File: src/rtl/hazard_scoreboard.sv
// RAW hazard scoreboard and IF/ID flush control for the 16-bit five-stage pipeline.
// Tracks in-flight register writes, stalls decode on pending sources, flushes after taken control flow.
//
//   state    | meaning
//   ST_RUN   | normal issue; a taken branch/jump raises flush combinationally
//   ST_FLUSH | squash window; flush held, decode instructions discarded
module hazard_scoreboard #(
  parameter int unsigned DEPTH     = 3,
  parameter int unsigned FLUSH_LEN = 1
) (
  input  logic        clk,
  input  logic        rst,
  input  logic        id_valid,
  input  logic [2:0]  id_op1,
  input  logic [2:0]  id_op2,
  input  logic        id_use_op1,
  input  logic        id_use_op2,
  input  logic        id_wb_en,
  input  logic [2:0]  id_wb_dest,
  input  logic        id_branch,
  input  logic        id_jump,
  output logic        stall,
  output logic        flush,
  output logic [7:0]  pending,
  output logic [15:0] stall_count
);

  typedef enum logic {ST_RUN, ST_FLUSH} state_t;

  localparam logic [1:0] FL_LOAD = 2'(FLUSH_LEN - 1);

  state_t                  state_q, state_d;
  logic [1:0]              fcnt_q, fcnt_d;
  logic [DEPTH-1:0]        sb_valid_q, sb_valid_d;
  logic [DEPTH-1:0][2:0]   sb_dest_q, sb_dest_d;
  logic [7:0]              pending_q, pending_d;
  logic [15:0]             scnt_q, scnt_d;

  logic squash;
  logic hit1, hit2;
  logic accept;
  logic ctrl_taken;
  logic insert;

  // Only entries already in flight are searched, so an instruction never waits on itself.
  always_comb begin
    hit1 = 1'b0;
    hit2 = 1'b0;
    for (int i = 0; i < int'(DEPTH); i++) begin
      if (sb_valid_q[i] && (sb_dest_q[i] == id_op1)) hit1 = 1'b1;
      if (sb_valid_q[i] && (sb_dest_q[i] == id_op2)) hit2 = 1'b1;
    end
    if (id_op1 == 3'd0) hit1 = 1'b0;
    if (id_op2 == 3'd0) hit2 = 1'b0;
  end

  assign squash     = (state_q == ST_FLUSH);
  assign stall      = !rst && id_valid && !squash &&
                      ((id_use_op1 && hit1) || (id_use_op2 && hit2));
  assign accept     = !rst && id_valid && !stall && !squash;
  assign ctrl_taken = accept && (id_branch || id_jump);
  assign insert     = accept && id_wb_en && (id_wb_dest != 3'd0);

  always_comb begin
    sb_valid_d    = '0;
    sb_dest_d     = '0;
    sb_valid_d[0] = insert;
    sb_dest_d[0]  = insert ? id_wb_dest : 3'd0;
    for (int i = 1; i < int'(DEPTH); i++) begin
      sb_valid_d[i] = sb_valid_q[i-1];
      sb_dest_d[i]  = sb_dest_q[i-1];
    end
  end

  always_comb begin
    pending_d = '0;
    for (int i = 0; i < int'(DEPTH); i++) begin
      if (sb_valid_d[i]) pending_d[sb_dest_d[i]] = 1'b1;
    end
  end

  always_comb begin
    scnt_d = scnt_q;
    if (stall && (scnt_q != 16'hFFFF)) scnt_d = scnt_q + 16'd1;
  end

  always_comb begin
    state_d = state_q;
    fcnt_d  = fcnt_q;
    flush   = 1'b0;
    unique case (state_q)
      ST_RUN: begin
        if (ctrl_taken) begin
          flush = 1'b1;
          if (FL_LOAD != 2'd0) begin
            state_d = ST_FLUSH;
            fcnt_d  = FL_LOAD;
          end
        end
      end
      ST_FLUSH: begin
        flush  = 1'b1;
        fcnt_d = fcnt_q - 2'd1;
        if (fcnt_q == 2'd1) state_d = ST_RUN;
      end
      default: state_d = ST_RUN;
    endcase
    if (rst) flush = 1'b0;
  end

  always_ff @(posedge clk) begin
    if (rst) begin
      state_q    <= ST_RUN;
      fcnt_q     <= 2'd0;
      sb_valid_q <= '0;
      sb_dest_q  <= '0;
      pending_q  <= '0;
      scnt_q     <= '0;
    end else begin
      state_q    <= state_d;
      fcnt_q     <= fcnt_d;
      sb_valid_q <= sb_valid_d;
      sb_dest_q  <= sb_dest_d;
      pending_q  <= pending_d;
      scnt_q     <= scnt_d;
    end
  end

  assign pending     = pending_q;
  assign stall_count = scnt_q;

endmodule

File: config.mk
export PLATFORM = sky130hd
export DESIGN_NAME = hazard_scoreboard
export DESIGN_NICKNAME = d
export VERILOG_FILES = /design/src/rtl/hazard_scoreboard.sv
export SDC_FILE = /design/constraint.sdc
export NUM_CORES = 1
export LEC_CHECK = 0
export ABC_AREA = 1
export ABC_CLOCK_PERIOD_IN_PS = 1500
export BUFFER_PORTS_ARGS = -buffer_cell sky130_fd_sc_hd__buf_2
export CELL_PAD_IN_SITES_DETAIL_PLACEMENT = 1
export CELL_PAD_IN_SITES_GLOBAL_PLACEMENT = 1
export CORE_MARGIN = 10
export CORE_UTILIZATION = 34
export DETAILED_ROUTE_END_ITERATION = 6
export PLACE_DENSITY_LB_ADDON = 0.1
export SYNTH_ARGS = -nofsm -noshare
export SYNTH_HDL_FRONTEND = slang
export SYNTH_SLANG_ARGS = --single-unit
File: constraint.sdc
create_clock -name clk -period 1.5 [get_ports clk]
set_input_delay 0.15 -clock clk [delete_from_list [all_inputs] [get_ports clk]]
set_output_delay 0.15 -clock clk [all_outputs]
set_load 0.05 [all_outputs]
# Yosys cells after proc, flatten, opt, wreduce, memory -nomap -nowiden
# Cells that the tools add are included.
# word_totals
ff_bits,39
input_bits,17
output_inout_bits,26
elab_cells,78
# classes
add_sub_neg,2
magnitude_cmp,6
eq_ne,8
muxes,22
n_bitwise,3
reduce_logical,29
# ops
cell,count
$mux 8,3
$logic_and 1x1->1,20
$eq 3x3->1,6
$add 16x1->16 const B,1
$ne 16x16->1 const B,1
$or 8x8->8,2
$mux 1,14
$lt 3x4->1 const B,3
$demux 1 s3,3
$ge 3x1->1 const B,3
$logic_not 3->1,2
$logic_not 1->1,3
$mux 3,1
$reduce_bool 3->1,1
$eq 2x1->1 const B,1
$logic_or 1x1->1,2
$pmux 1 s2,1
$reduce_or 2->1,1
$sub 2x1->2 const B,1
$not 1->1,1

# Longest topological paths before layout
# Gate-level depths: netlist of the first run.
# depth
depth_word,24
ltp_mapped,12
mapped_depth_nobuf,12

# Worst setup path after synthesis of the first run
# OpenSTA, ideal clock, no wires.
# synth_path
path_kind,register to register
start,"register scnt_q[0], in the netlist stall_count[0]"
end,"register scnt_q[12], in the netlist stall_count[12]"
setup_ns,0.070
arrival_time_ns,2.001
required_time_ns,1.430
path_slack_ns,-0.572
path_stages_with_launch,9
n_path_buf,1
period_less_slack_ns,2.072
path_cell_list,dfxtp_1 > ha_1 > nand3_1 > nor3_2 > nand4_2 > nand2_4 > buf_6 > nand2_1 > a21oi_1
# synth_between
elab_chain_cells,2
word_cells_on_any_way,3
classes_between,add/sub (1); eq/ne (1); reduce/logical (1)
# synth_rtl
item,line_no,rtl
start: declaration,37,"logic [15:0] scnt_q, scnt_d;"
start signal: assignment,125,scnt_q <= scnt_d;
"parallel branches: the longest is 2 deep, another holds $add 16x1->16",-,
# Parallel ways; which one is timed is not known.
# A chain may end at the register's enable or synchronous reset.

# Worst setup path after layout of the first run
# layout_path
start,register sb_dest_q (netlist bit sb_dest_d[7])
end,output port flush
# layout_between
elab_chain_cells,15
word_cells_on_any_way,21
classes_between,eq/ne (2); mux (9); reduce/logical (10)
# layout_rtl
item,line_no,rtl
start: declaration,35,"logic [DEPTH-1:0][2:0] sb_dest_q, sb_dest_d;"
start signal: assignment,123,sb_dest_q <= sb_dest_d;
"$eq 3x3->1, on equally long branches","50, 51",
"$logic_and 1x1->1, on equally long branches","50, 51",
"$mux 1, on equally long branches (2 in series)","50, 51",
"$mux 1, on equally long branches","53, 54",
$logic_and 1x1->1,59,((id_use_op1 && hit1) || (id_use_op2 && hit2));
$logic_or 1x1->1 *,59,
$logic_and 1x1->1 *,58,assign stall = !rst && id_valid && !squash &&
$logic_not 1->1 *,60,assign accept = !rst && id_valid && !stall && !squash;
$logic_and 1x1->1 * (2 in series),60,
$logic_and 1x1->1 *,61,assign ctrl_taken = accept && (id_branch || id_jump);
$mux 1 *,93,if (ctrl_taken) begin
$pmux 1 s2 *,91,unique case (state_q)
$mux 1 *,108,if (rst) flush = 1'b0;
end: declaration,23,"output logic flush,"
# Mark *: on every way between the ends. The rest lies on a longest branch, timed or not.

==> run summary, run 1 <==
The placeable core region came out at 6280 µm². Grouping stages by cell kind, the critical path spends the most delay in simple AND/OR/NAND/NOR gates. Number of enable-type register cells in the synthesized netlist: 0. Before antenna repair, the detailed router went through 4 iterations.

Class of the worst hold path: input pin to register. The first global-routing pass estimated 12200 µm of wire. The number of rows in the core area is 29, and the clock latency on the worst-skew pair is 0.29 ns. Using the TritonRoute via totals, the vias-per-cell ratio works out to 4.89. The run gives -0.313 ns as the worst setup slack after placement.

For this run, design rule violations remaining after detail routing come to 0. The startpoint identified for the worst hold timing path is id_wb_dest[2]. For this design, the sink count on the clock tree is 39.

During synthesis, Yosys emitted a total of 0 warnings. The tools report the tightest hold margin as 0.142 ns. The reg-to-reg startpoint was sb_dest_d[7].

Sequential cells account for 48.2% of the total power. The antenna diode instance count came out at 0. Between clock sinks in the finished design, the worst skew comes to 0.0106 ns. Static timing analysis puts the maximum clock frequency at 566 MHz.

In this run the deepest clock path goes through 2 buffers. The final reports fail on negative setup slack. The detailed router's first-iteration violation count is 124.

On the critical path, the stage with the largest delay is an instance of dfxtp_4. After detailed routing, the met2 layer carries 3410 µm of wire. The proportion of register bits with asynchronous set or reset after synthesis is 0%, and the data required time of the worst path is 1.35 ns.

The largest fanout on the critical path came out at 4. The run gives 36.0% as the sequential cell area fraction in the yosys report. The tools report the cell-internal power as 1.62 mW.

Setup violations remaining at the end of the flow were counted as 26. Compared with the post-synthesis result, the final layout area differs by 48.3%. For the total length of routed met3 wires, the log shows 283 µm. For this block, the via count after detailed routing is 2439. The tool flagged a number of max-cap violations equal to 0. The height of the chip works out to 99.8 µm. Hold repair after CTS inserted 0 buffers.

Net switching is 25.4% of the power. For this run, the leading register cell type out of synthesis is dfxtp_1. The share of total power dissipated in the clock network is 41.5%.

The type of the setup path with the least slack was register to output pin. The power consumption is 2.17 mW. For the number of global-route vias before repair, the log shows 2459. The routed design could run at a clock period as short as 1.77 ns.

The share of the synthesized area in the top cell type is 36.0%, and the die extent in x is 99.8 µm. After filler insertion, the fill cell instance count of the layout stands at 844. Detailed placement finished with a half-perimeter wire length of 5720 µm. The total overflow left after global routing is 0.

In this run the mean area of a mapped cell was 6.61 µm². The global routing usage summed across all routing layers is 14.7%. The tools report the area enclosed by the die boundary as 9970 µm². The critical path goes through inv_4, nand2_1, nand2_1, nor2_1, nand2_1, nand3_2, nand2_4, nand3_4, inv_2, o21ai_2, o21ai_4, buf_6. In this run the remaining antenna-violating nets after routing total 0. Of the cells placed in the final design, the portion with a size suffix greater than 1 is 37.0%. Among the stages of the critical path, the cell type that occurs most often is nand2_1. At the end of the flow, the number of nets in the layout was 440. In this run the power spent charging and discharging nets is 0.551 mW.

Power spread over the standard cell area amounts to 675 nW/µm². TritonCTS built the clock tree. The average routed wire per standard cell works out to 15.1 µm. The detailed router put a total of 3810 µm of wire on met1. Placed instance count: 482. The quantity of I/O buffers inserted on ports was 42; the initial core utilization was 34.5%. After clock tree synthesis, the clock-pin slew on the worst setup and hold paths is 0.09 ns. For the pin with the worst max-slew slack, the measured transition is 0.369 ns. The number of slew-limit violations in the final report came out at 0. The critical path startpoint was sb_dest_d[7]. The clock root buffer is clkbuf_8. The number of clock buffers added by TritonCTS is 5. By area the synthesized netlist is led by dfxtp_1, nand2_1, inv_1.

The number of hold violations in the final report is 0. The flow ran to the end, but the final reports show violations. After detailed placement, the total cell area comes to 2870 µm². At the end of routability-driven placement, the weighted congestion stood at 0.819.

After technology mapping, the gate count stands at 328. Top routing layer in use: met4. The final cell count without fillers was 499; the synthesized net count was 347.

The logs give 2170 µm² for the cell area after technology mapping and 1.48 nW for the leakage component of the power. VDD sags by at most 530 µV. For the level count of the clock H-tree, the log shows 2. Combinational cells account for 10.3% of the total power. Measured against its own limit, the worst slew margin works out to 75.4%.

The number of distinct library cells after synthesis came out at 30. The tools report the largest net degree at the start of global routing as 33. The initial antenna violation count came out at 0. On the worst path, the slowest cell contributes a delay of 0.37 ns. The worst setup path is captured at an output pin.

The core occupancy in the finished layout came out at 51.2%. Setup repair after global routing could not meet its margin everywhere. Once layout is done, the placed cells without fillers occupy 3210 µm². For this design the top-level I/O count stands at 43.

Of the available clock period, the critical path in the final layout requires 118%. The arrival time of data at the critical path endpoint is 1.62 ns, and the final worst slack is -0.267 ns. The run gives -4.23 ns as the aggregate negative setup slack. Wires add up to 7540 µm.

dfxtp_1 takes more of the synthesized area than any other cell. The combined buffer and inverter count along the critical path works out to 3. The startpoint type of the worst setup path is a register.

The register bit count reported by yosys is 39.
layout make-up:
cell class / instances / area (µm²) / share of cell area, %
clock buffers: 6 / 72.6 / 2.26
multi-input cells: 234 / 1330 / 41.4
clock inverters: 2 / 37.5 / 1.17
repair buffers: 92 / 668 / 20.8
well taps: 77 / 96.3 / 3.00
flip-flops and latches: 39 / 821 / 25.5
inverters: 49 / 186 / 5.80
path summary, 6_finish.rpt:
check	slack, ns	to	cells past startpoint
worst max-delay path	-0.27	flush	12
worst min-delay path	0.14	sb_valid_q[0]	3
worst max register to register	-0.24	stall_count[1]	13
worst min register to register	0.47	fcnt_q[1]	2
worst register-to-register path: stages, from the launching register on:
cell,delay (ns)
dfxtp_4,0.38
inv_4,0.04
nand2_1,0.07
nand2_1,0.06
nor2_1,0.10
nand2_1,0.07
nand3_2,0.09
nand2_4,0.07
a21oi_4,0.18
buf_12,0.13
buf_8,0.15
buf_4,0.14
nand3_1,0.06
a21oi_1,0.13
synthesized netlist by cell type, types with 2 or more instances:
master    count
dfxtp_1      39
a22o_1        2
nor2_1       45
o21ai_0       8
nand2_1      82
clkbuf_1      4
nor4_1        2
nand4_1       7
nor3_1        7
ha_1          2
a31oi_1       3
a21oi_1      22
xor2_1        8
inv_1        45
xnor2_1       5
a22oi_1       5
inv_2         4
nand3_1      26
sequential cells by signal (all words and copies together), names as in the netlist:
register / count
sb_dest_d: 6
pending: 8
fcnt_q: 2
stall_count: 16
sb_dest_q: 3
squash: 1
sb_valid_q: 3
logic make-up after synthesis:
kind of cell / after synthesis / share of synthesized area, %
DFF: 39 / 36.0
adders and majority gates: 2 / 1.15
xor gates and xnor gates: 13 / 5.25
AOI/OAI and AO/OA: 42 / 11.4
buffers and inverters: 56 / 10.7
and+or+nand+nor: 176 / 35.4
layout by cell type, fill, tap and decap left out, drive strengths merged:
cell,instances
xnor2,5
clkbuf,6
a21oi,23
nor3,8
dfxtp,39
bufinv,1
nor2,46
ha,2
xor2,8
clkinvlp,1
nand3b,1
o31ai,1
a22o,2
nand3,27
nor4,2
nand2,85
a22oi,5
o21ai,8
inv,49
nand4,8
a31oi,3
buf,92
routing by layer:
layer | vias up | global-route usage [%]
met5 | - | 0
met4 | 0 | 2.98
met3 | 5 | 3.57
met2 | 37 | 21.7
met1 | 1155 | 21.2
li1 | 1242 | -
repair_timing:
item / 4_1_cts / 5_1_grt
setup buffers: 5 / 4
resized for setup: 32 / 20
cloned: 0 / 1
pin swaps: 3 / 22
setup endpoints to repair: 29 / 29
power by group through the flow:
| stage | logic (mW) | registers, mW | clock network, mW |
|---|---|---|---|
| global route | 0.247 | 1.05 | 0.961 |
| floorplan | 0.0939 | 1.08 | 0 |
| detailed placement | 0.202 | 1.07 | 0 |
| global placement | 0.198 | 1.07 | 0 |
| finish | 0.224 | 1.04 | 0.900 |
| CTS | 0.217 | 1.04 | 0.923 |
No activity file was read; power rests on OpenSTA's default activity.
==> run 2: changes to the inputs <==
--- a/config.mk
+++ b/config.mk
@@ -6,12 +6,13 @@
 export NUM_CORES = 1
 export LEC_CHECK = 0
 export ABC_AREA = 1
-export ABC_CLOCK_PERIOD_IN_PS = 1500
+export ABC_CLOCK_PERIOD_IN_PS = 1700
 export BUFFER_PORTS_ARGS = -buffer_cell sky130_fd_sc_hd__buf_2
 export CELL_PAD_IN_SITES_DETAIL_PLACEMENT = 1
 export CELL_PAD_IN_SITES_GLOBAL_PLACEMENT = 1
 export CORE_MARGIN = 10
-export CORE_UTILIZATION = 34
+export CORE_UTILIZATION = 38
+export CTS_CLUSTER_DIAMETER = 120
 export DETAILED_ROUTE_END_ITERATION = 6
 export PLACE_DENSITY_LB_ADDON = 0.1
 export SYNTH_ARGS = -nofsm -noshare
==> constraint.sdc (replaced) <==
create_clock -name clk -period 1.7 [get_ports clk]
set_input_delay 0.17 -clock clk [delete_from_list [all_inputs] [get_ports clk]]
set_output_delay 0.17 -clock clk [all_outputs]
set_load 0.05 [all_outputs]
==> run summary, run 2 (synthesis gave the netlist of run 1 again) <==
The fraction of layout cells with a size suffix above 1 is 38.9% (+1.9 points). The leakage component of the power came out at 1.43 nW (-3.1%). For the largest net degree at the start of global routing, the log shows 33 (unchanged). I/O pin total: 43 (unchanged). The net switching share of the total power was 23.8% (-1.6 points).

The run gives 1.57 mW (-3.1%) as the cell-internal power. The tools report the initial core utilization as 39.4% (+4.8 points). STA classifies the critical path endpoint as an output pin.

The final worst slack was -0.144 ns (+0.124 ns); the largest fanout on the critical path was 4 (unchanged). For the number of nets in the layout, the log shows 422 (-4.1%). The type of the setup path with the least slack was register to output pin.

The logs give -1.92 ns (+2.30 ns) for the aggregate negative setup slack and 67.9% (-7.5 points) for the headroom to the max-slew limit. The quantity of I/O buffers inserted on ports was 42 (unchanged). STA classifies the critical path startpoint as a register. The total of max-cap violations came out at 0 (unchanged).

The library cells used most frequently in the layout, excluding fill and tap cells, are nand2_1, nor2_1, inv_1, buf_2, buf_4. The power per cell area works out to 639 nW/µm² (-5.3%). The critical path goes through inv_4, nand2_1, nand2_1, nor2_2, nand2_1, nand3_1, nand2_2, a21oi_4, buf_12, buf_12.

The total of hold buffers inserted after clock tree synthesis is 0 (unchanged), and the placeable core region is 5510 µm² (-12%). The final worst clock skew came out at 0.00314 ns (-0.00747 ns). Maximum root-to-sink buffer count: 2 (unchanged).

The run gives 186 (+50%) as the detailed router's first-iteration violation count. Cell at the slowest stage of the critical path: dfxtp_4. Top cell family by delay on the critical path: simple AND/OR/NAND/NOR gates. The cell count of the worst reg-to-reg path is 13 (unchanged).

The tools report the clock net sink count as 39 (unchanged). The part of the power in registers came out at 45.0% (-3.2 points). The worst register-to-register path ends at stall_count[7]. The height of the chip is 95.5 µm (-4.3%), and the register-to-register setup slack is -0.12 ns (+0.12 ns).

Number of search-and-repair iterations in the first detailed-routing pass: 4 (unchanged). Transition time at the pin with the least slew margin: 0.480 ns (+0.111 ns). The startpoint identified for the worst register-to-register timing path is sb_dest_d[5].

The library cell used most frequently in the layout, excluding fill and tap cells, is nand2_1. The logs give 714 (-15%) for the final-layout fill cell count and 0 (unchanged) for the residual DRC count. The clock latency on the worst-skew pair came out at 0.29 ns (about the same). The overall via count from detail_route was 2526 (+3.6%). The tools report the maximum resistive drop on vdd as 424 µV (-20%). For this run, the top clock speed supported by timing is 542 MHz. The flow ran to the end, but the final reports show violations.

For the routed wire length, the log shows 8750 µm (+16%). For the number of slew-limit violations in the final report, the log shows 0 (unchanged). In this run the most critical hold path is launched from id_wb_dest[2]. The final critical path time including I/O delays and setup was 1.84 ns. From synthesis to final layout, the design area changed by 48.4%. Global-route wire length before repair: 12300 µm (+0.80%). The post-detailed-placement half-perimeter wirelength is 5540 µm (-3.1%), and the global routing usage summed across all routing layers is 16.6% (+1.9 points). The die extent in x is 95.5 µm (-4.3%). The worst hold path terminates at sb_valid_q[0]. The logs give 0 (unchanged) for the residual antenna-violating net count after detailed routing and 9120 µm² (-8.5%) for the area enclosed by the die boundary. Level count of the clock H-tree: 2 (unchanged).

Setup repair after global routing could not meet its margin everywhere. The most numerous cell type found on the critical path is nand2_1. The worst setup slack after placement is -0.189 ns (+0.124 ns).

The routability congestion estimate was 0.837 (+2.1%); the delay of the slowest critical-path stage was 0.39 ns (+0.02 ns). The number of hold violations in the final report came out at 0 (unchanged). The flip-flop count of the largest register, all copies and words added is 16 (unchanged). The clock root buffer is clkbuf_8. The data required time of the worst path came out at 1.53 ns (+0.18 ns). The net switching power of the design was 0.489 mW (-11%); the global route total overflow was 0 (unchanged). The combinational fraction of design power came out at 9.2% (-1.1 points).

The number of global-route vias before repair is 2525 (+2.7%), and the share of the clock period used by the worst path is 108%. The tools report the initial antenna violation count as 0 (unchanged). Clock transition at the register clock pins on the worst setup and hold paths after CTS: 0.08 ns (about the same). The share of power burned in the clock network was 45.8% (+4.3 points). TritonCTS built the clock tree.

The final reports fail on negative setup slack. The average routed wire per standard cell works out to 18.4 µm (+22%). The number of rows in the core area is 27 (-6.9%). The via density per instance is 5.31 (+8.6%), and the depth of the worst hold-timing path is 3 (unchanged). The final setup violation count is 26 (unchanged).

The class of the worst hold path is input pin to register. The number of buffers created by CTS is 5 (unchanged), and the antenna diode instance count is 0 (unchanged). The tools report the arrival time of data at the critical path endpoint as 1.67 ns (+0.05 ns).

The combined buffer and inverter count along the critical path was 3 (unchanged).
==> run 2: cell types whose count changed in the layout (fill, tap and decap cells not counted), sizes merged <==
cell	change
buf	-21
clkbuf	+1
bufinv	+1
nand4	+1
==> run 2: metrics by stage <==
stage          total power [mW]  area, µm²  cells  utilization (%)  hold WS, ns
2_1_floorplan              1.04       2230    328                -        0.295
3_3_place_gp               1.10       2650    455             48.2        0.449
3_5_place_dp               1.10       2650    455             48.2        0.452
4_1_cts                    2.04       2920    466             53.0        0.158
5_1_grt                    2.13       3220    476             58.4        0.176
6_report                   2.05       3220    476             58.4        0.162
==> run 2: what timing repair did <==
| action | in CTS | in global routing |
|---|---|---|
| resized for setup | 34 | 45 |
| setup endpoints to repair | 28 | 29 |
| buffers inserted | 3 | 6 |
| pin swaps | 8 | 26 |
| cloned | 0 | 4 |
==> run 2: worst max-delay path by stage <==
stage	startpoint	to	slack [ns]	cells past startpoint
2_1_floorplan	stall_count[0]	stall_count[12]	0.04	8
3_3_place_gp	sb_dest_d[3]	pending[3]	-0.09	11
3_5_place_dp	sb_dest_d[3]	pending[7]	-0.19	11
4_1_cts	sb_dest_d[8]	flush	-0.09	12
5_1_grt	sb_dest_d[5]	flush	-0.25	12
6_report	sb_dest_d[5]	stall	-0.14	10
==> run 2: power groups by stage <==
stage / sequential, mW / clock [mW] / combinational, mW
floorplan: 0.954 / 0 / 0.0813
global placement: 0.947 / 0 / 0.150
detailed placement: 0.948 / 0 / 0.154
CTS: 0.925 / 0.950 / 0.168
global route: 0.925 / 0.991 / 0.208
finish: 0.924 / 0.941 / 0.190
==> run 2: layout make-up <==
type / count / area, µm² / share of cell area [%]
repair buffers: 73 / 561 / 17.4
flip-flops and latches: 39 / 820 / 25.5
well taps: 72 / 90.1 / 2.80
clock inverters: 3 / 67.6 / 2.10
clock buffers: 5 / 68.8 / 2.14
inverters: 49 / 191 / 5.95
multi-input cells: 235 / 1420 / 44.1
==> run 2: per-layer routing <==
| metal | global-route usage [%] | wire [µm] | vias up |
|---|---|---|---|
| li1 | - | - | 1209 |
| met1 | 22.1 | 3980 | 1218 |
| met2 | 26.7 | 4170 | 82 |
| met3 | 3.85 | 422 | 17 |
| met4 | 3.81 | 172 | 0 |
| met5 | 0 | 0 | - |
==> run 2: tightest hold or removal path: cells and delay by family <==
kind                   cells  cell delay [ns]
AO/OA/AOI/OAI              1             0.07
buffers and inverters      2             0.19
